File: config.mk
export PLATFORM = sky130hd
export DESIGN_NAME = dds_sweep_ctrl
export DESIGN_NICKNAME = d
export VERILOG_FILES = /design/src/rtl/dds_sweep_ctrl.sv
export SDC_FILE = /design/constraint.sdc
export NUM_CORES = 1
export LEC_CHECK = 0
export CORE_MARGIN = 4
export CORE_UTILIZATION = 55
export DETAILED_ROUTE_END_ITERATION = 10
export PLACE_DENSITY = 0.84
export SYNTH_ARGS = -nofsm -noshare
export SYNTH_HDL_FRONTEND = slang
export SYNTH_SLANG_ARGS = --single-unit
File: constraint.sdc
create_clock -name clk -period 7.6 [get_ports clk]
set_input_delay 1.52 -clock clk [delete_from_list [all_inputs] [get_ports clk]]
set_output_delay 1.52 -clock clk [all_outputs]
set_load 0.03 [all_outputs]
File: src/rtl/dds_sweep_ctrl.sv
// Frequency/phase sweep controller feeding the DDS core.
// Steps fword through [f_min, f_max] with a per-word dwell and advances pword on every step.
module dds_sweep_ctrl #(
    parameter int ADDR_WIDTH  = 12,
    parameter int DWELL_WIDTH = 16
) (
    input  logic                   clk,
    input  logic                   rst,
    input  logic                   start,
    input  logic                   stop,
    input  logic [1:0]             mode,
    input  logic [2:0]             f_min,
    input  logic [2:0]             f_max,
    input  logic [DWELL_WIDTH-1:0] dwell,
    input  logic [ADDR_WIDTH-1:0]  p_step,
    output logic [2:0]             fword,
    output logic [ADDR_WIDTH-1:0]  pword,
    output logic                   busy,
    output logic                   step_tick,
    output logic                   done,
    output logic                   cfg_err,
    output logic                   state_dbg
);

    // STEP is zero-length, so it exists only as the dwell-expiry branch of RUN.
    typedef enum logic {
        IDLE = 1'b0,
        RUN  = 1'b1
    } state_t;

    localparam logic [1:0] MODE_UP   = 2'b00;
    localparam logic [1:0] MODE_DOWN = 2'b01;
    localparam logic [1:0] MODE_WRAP = 2'b10;
    localparam logic [1:0] MODE_PING = 2'b11;

    state_t                 state_q, state_d;
    logic [1:0]             mode_q, mode_d;
    logic [2:0]             fmin_q, fmin_d;
    logic [2:0]             fmax_q, fmax_d;
    logic [DWELL_WIDTH-1:0] dwell_q, dwell_d;
    logic [ADDR_WIDTH-1:0]  pstep_q, pstep_d;
    logic [DWELL_WIDTH-1:0] cnt_q, cnt_d;
    logic                   dir_up_q, dir_up_d;
    logic [2:0]             fword_d;
    logic [ADDR_WIDTH-1:0]  pword_d;
    logic                   busy_d, step_tick_d, done_d, cfg_err_d;

    logic [DWELL_WIDTH-1:0] dwell_last;
    logic                   expire;
    logic                   cfg_ok;
    logic [2:0]             next_word;
    logic                   next_dir_up;
    logic                   finish;

    assign cfg_ok     = (f_min != 3'd0) && (f_min <= f_max);
    // Dwell of 0 behaves as 1, so the terminal count is 0 in both cases.
    assign dwell_last = (dwell_q == '0) ? '0 : dwell_q - 1'b1;
    assign expire     = (cnt_q == dwell_last);
    assign state_dbg  = state_q;

    always_comb begin
        next_word   = fword;
        next_dir_up = dir_up_q;
        finish      = 1'b0;
        case (mode_q)
            MODE_UP: begin
                finish    = (fword == fmax_q);
                next_word = fword + 3'd1;
            end
            MODE_DOWN: begin
                finish    = (fword == fmin_q);
                next_word = fword - 3'd1;
            end
            MODE_WRAP: begin
                next_word = (fword == fmax_q) ? fmin_q : fword + 3'd1;
            end
            default: begin
                // Turn around on the endpoint itself so it is held only once per pass.
                if (fmin_q == fmax_q) begin
                    next_word = fword;
                end else if (dir_up_q) begin
                    if (fword == fmax_q) begin
                        next_word   = fword - 3'd1;
                        next_dir_up = 1'b0;
                    end else begin
                        next_word = fword + 3'd1;
                    end
                end else begin
                    if (fword == fmin_q) begin
                        next_word   = fword + 3'd1;
                        next_dir_up = 1'b1;
                    end else begin
                        next_word = fword - 3'd1;
                    end
                end
            end
        endcase
    end

    always_comb begin
        state_d     = state_q;
        mode_d      = mode_q;
        fmin_d      = fmin_q;
        fmax_d      = fmax_q;
        dwell_d     = dwell_q;
        pstep_d     = pstep_q;
        cnt_d       = cnt_q;
        dir_up_d    = dir_up_q;
        fword_d     = fword;
        pword_d     = pword;
        busy_d      = busy;
        step_tick_d = 1'b0;
        done_d      = 1'b0;
        cfg_err_d   = cfg_err;
        case (state_q)
            IDLE: begin
                if (stop) begin
                    state_d = IDLE;
                end else if (start) begin
                    if (cfg_ok) begin
                        state_d     = RUN;
                        mode_d      = mode;
                        fmin_d      = f_min;
                        fmax_d      = f_max;
                        dwell_d     = dwell;
                        pstep_d     = p_step;
                        cnt_d       = '0;
                        dir_up_d    = (mode != MODE_DOWN);
                        fword_d     = (mode == MODE_DOWN) ? f_max : f_min;
                        pword_d     = '0;
                        busy_d      = 1'b1;
                        step_tick_d = 1'b1;
                        cfg_err_d   = 1'b0;
                    end else begin
                        cfg_err_d = 1'b1;
                    end
                end
            end
            RUN: begin
                if (stop) begin
                    state_d = IDLE;
                    cnt_d   = '0;
                    fword_d = 3'd0;
                    busy_d  = 1'b0;
                end else if (expire) begin
                    cnt_d = '0;
                    if (finish) begin
                        state_d = IDLE;
                        fword_d = 3'd0;
                        busy_d  = 1'b0;
                        done_d  = 1'b1;
                    end else begin
                        fword_d     = next_word;
                        dir_up_d    = next_dir_up;
                        pword_d     = pword + pstep_q;
                        step_tick_d = 1'b1;
                    end
                end else begin
                    cnt_d = cnt_q + 1'b1;
                end
            end
            default: state_d = IDLE;
        endcase
    end

    always_ff @(posedge clk) begin
        if (rst) begin
            state_q   <= IDLE;
            mode_q    <= 2'b00;
            fmin_q    <= 3'd0;
            fmax_q    <= 3'd0;
            dwell_q   <= '0;
            pstep_q   <= '0;
            cnt_q     <= '0;
            dir_up_q  <= 1'b1;
            fword     <= 3'd0;
            pword     <= '0;
            busy      <= 1'b0;
            step_tick <= 1'b0;
            done      <= 1'b0;
            cfg_err   <= 1'b0;
        end else begin
            state_q   <= state_d;
            mode_q    <= mode_d;
            fmin_q    <= fmin_d;
            fmax_q    <= fmax_d;
            dwell_q   <= dwell_d;
            pstep_q   <= pstep_d;
            cnt_q     <= cnt_d;
            dir_up_q  <= dir_up_d;
            fword     <= fword_d;
            pword     <= pword_d;
            busy      <= busy_d;
            step_tick <= step_tick_d;
            done      <= done_d;
            cfg_err   <= cfg_err_d;
        end
    end

endmodule

==> reports/metrics.cfg <==
[placement]
port_buffers=59
dpl.hpwl_mm=9.051
gp_congestion=0.9969

[yosys]
synthAdderAreaFrac_pct=5.116
synth_top_family_by_area=simple AND/OR/NAND/NOR gates
syn-num-nets=681
ys.flop_type=dfxtp_1
ys.warnings.count=0
synthArstFlopShare_pct=0
synth-xor-area-share_pct=8.222
synth-seq-cells=73
avgSynthCellArea_um2=7.706
synth_cells=622
synth_compound_area_share_pct=17.65
synth_edf_count=0
muxShareOfSynthArea_pct=5.064
synthSimpleGateAreaFrac_pct=28.97
synth-seq-area-share_pct=30.49
synth_cell_type_count=68
synth.cell_area_um2=4793

[route]
ant_nets=0
dr.pass1.iters=5
wl_mm=12.17
vias_per_cell=6.014
drc=0
drt_iter0_markers=210
wl_per_cell_um=15.74
via_count=4649

[worst_setup_path]
cp_cell_sequence=clkdlybuf4s50_1 > inv_1 > ha_1 > nor2b_1 > o21ai_0 > a32oi_1 > o21ai_0 > nor2_1 > a21oi_1 > nor2_1
cpMaxStageDelayCell=a21oi_1
crit_start=f_max[1]
worstPathArrival_ns=4.79
reg2regPathDepth=10
cp_num_buf_inv=2
cp_max_fo=16
startpoint_type=input port
path_class=in -> reg
ff2ff_setup_slack_ns=3.58
required_ns=7.78
r2r_end=cnt_q[6]
reg2reg_from=dwell_q[0]
critPathTopFamily=compound AO/OA/AOI/OAI gates
crit_path_end_kind=register
max_stage_delay_ns=0.91

[timing]
rsz0062_at_grt=no
slew_viol_final=0
finalHoldViolations=0
period_share_pct=60.64
worst_clock_skew_ns=0.008337
maxSlewHeadroom_pct=23.65
fmax_mhz=217.0
finalCriticalPeriod_ns=4.609
tns_ns=0
worst_pin_slew_ns=1.145
finalSetupViolCount=0

[final_layout]
nNetsFinal=723
drive_gt1_share_pct=5.838
syn_to_final_growth_pct=16.34
antenna_cells=0
fillers=693

[min_path]
min_path_type=reg -> reg
worstHoldStart=pstep_q[8]
holdPathEnd=pstep_q[8]
hold_depth=2

[floorplan]
die_x_um=101.4
core_area_um2=8341
die_h_um=101.4
die_area_um2=10270
rows=33
io_pins=60
initial_core_util_pct=57.47

[outcome]
run_status=finished, final reports clean

[clock_network]
cts_resized=0
cts_made_buffers=9
cts.sinks=73
cts_tree=done
clk_path_buf_depth=2
cts-root-buf=clkbuf_8
cts_setup_buffers=0
clk_pin_slew_worst_paths_ns=0.08
holdBufCountCts=0
htree_num_levels=3
clk_latency_ns=0.34

[power]
total_power_uw=960.0
vdd_drop_max_mv=0.1028
switching_share_pct=31.62
combPwrFrac_pct=26.6
power.leakage_uw=0.002125
power_switching_uw=303.5
power_density_nw_per_um2=172.2
internal-power_uw=656.5
clock_power_share_pct=30.0
power_frac_seq_pct=43.4

[global_route]
antenna_found_initial=0
grt_max_degree=52
grt_use_total_pct=24.49
grt_first_pass_wirelength_mm=20.56
grt_pass1_vias=4549
gr-total-overflow=0

[job]
cap_violations=0

placed cells by master, fill, tap and decap left out, drive strengths merged, types with 12 or more instances in the layout:
| master | count |
|---|---|
| a21oi | 53 |
| clkbuf | 12 |
| clkdlybuf4s50 | 58 |
| dfxtp | 73 |
| ha | 18 |
| inv | 21 |
| mux2i | 22 |
| nand2 | 115 |
| nand3 | 13 |
| nor2 | 54 |
| nor3 | 17 |
| o21ai | 16 |
| or3 | 12 |
| xnor2 | 36 |
power by group through the flow:
stage	registers [uW]	clock network, uW	logic (uW)
finish	416	288	256
global route	418	308	281
CTS	416	291	253
detailed placement	424	0	251
global placement	424	0	245
floorplan	420	0	185
layout make-up:
cell class / count / area, um2 / area share [%]
Clock inverter: 3 / 42.54 / 0.7628
Multi-Input combinational cell: 497 / 3119 / 55.93
Tap cell: 105 / 131.4 / 2.356
Inverter: 21 / 78.83 / 1.414
Sequential cell: 73 / 1461 / 26.21
Clock buffer: 12 / 135.1 / 2.423
Timing Repair Buffer: 62 / 608.1 / 10.90
metal layers:
layer	wire length [um]	up-vias	track usage (%)	share of wire, %
li1	-	2269	-	-
met1	5248	2195	30.29	43
met2	5821	159	41.70	48
met3	866	26	5.854	7.1
met4	232	0	8.384	1.9
met5	0	-	0	0
state kept, by name, indices dropped and copies added (netlist names):
signal,cells
pword,12
step_tick,1
fmax_q,3
fmin_q,3
done,1
busy,1
fword,3
mode_q,2
dir_up_q,1
state_dbg,1
pstep_q,12
cnt_q,16
cfg_err,1
dwell_q,16
cell usage after synthesis (3+ instances only):
master	number	share of area, %
dfxtp_1	73	30
or4_1	6	0.94
a21oi_1	53	5.5
o21ai_0	15	1.6
nor4_1	7	0.91
or3_1	12	1.6
clkbuf_1	24	1.9
o2bb2ai_1	3	0.55
nand4_1	10	1.3
o211ai_1	4	0.63
nand3_1	13	1.4
xor2_1	9	1.6
nor3b_1	3	0.47
or2_2	5	0.65
nor2_1	54	4.2
nand2b_1	9	1.2
a31oi_1	5	0.65
and3_1	5	0.65
nor2b_1	6	0.78
mux2i_1	22	4.6
or3b_2	3	0.55
inv_1	21	1.6
nand2_1	115	9.0
nor3_1	17	1.8
xnor2_1	36	6.6
o21a_1	5	0.78
a211oi_1	4	0.63
and2_1	3	0.39
buf_2	4	0.42
o311ai_0	3	0.55
a21o_1	8	1.3
ha_1	18	4.7
stage by stage:
step                      instance area (um2)  std cells  worst slack (ns)  utilization (%)  hold WS (ns)
after floorplan                          4793        622             4.170                -        0.4400
after global placement                   5399        758             2.904            64.73        0.4472
after detailed placement                 5399        758             2.579            64.73        0.4528
after CTS                                5577        773             2.946            66.86        0.4633
after global routing                     5577        773             2.617            66.86        0.4761
final                                    5577        773             2.991            66.86        0.4621
tightest hold or removal path: stages, from the launching register on:
cell	delay, ns
dfxtp_1	0.32
nand2_1	0.05
a21oi_1	0.05
worst max-delay path by stage:
stage	endpoint	slack, ns	cells past startpoint
after global routing	cnt_q[6]	2.62	10
after CTS	cnt_q[5]	2.95	10
after floorplan	dir_up_q	4.17	10
after detailed placement	cnt_q[3]	2.58	10
final	cnt_q[6]	2.99	10
after global placement	cnt_q[8]	2.90	10
logic make-up (layout without fill, tap and decap cells):
kind of cell	count (synthesis)	after routing
AND/OR/NAND/NOR	281	281
multiplexers	24	24
XOR/XNOR	45	45
adder cells (fa/ha/maj)	19	19
flip-flops	73	73
buffers and inverters	52	98
AO/OA/AOI/OAI	128	128
(Power assumes the default switching activity.)
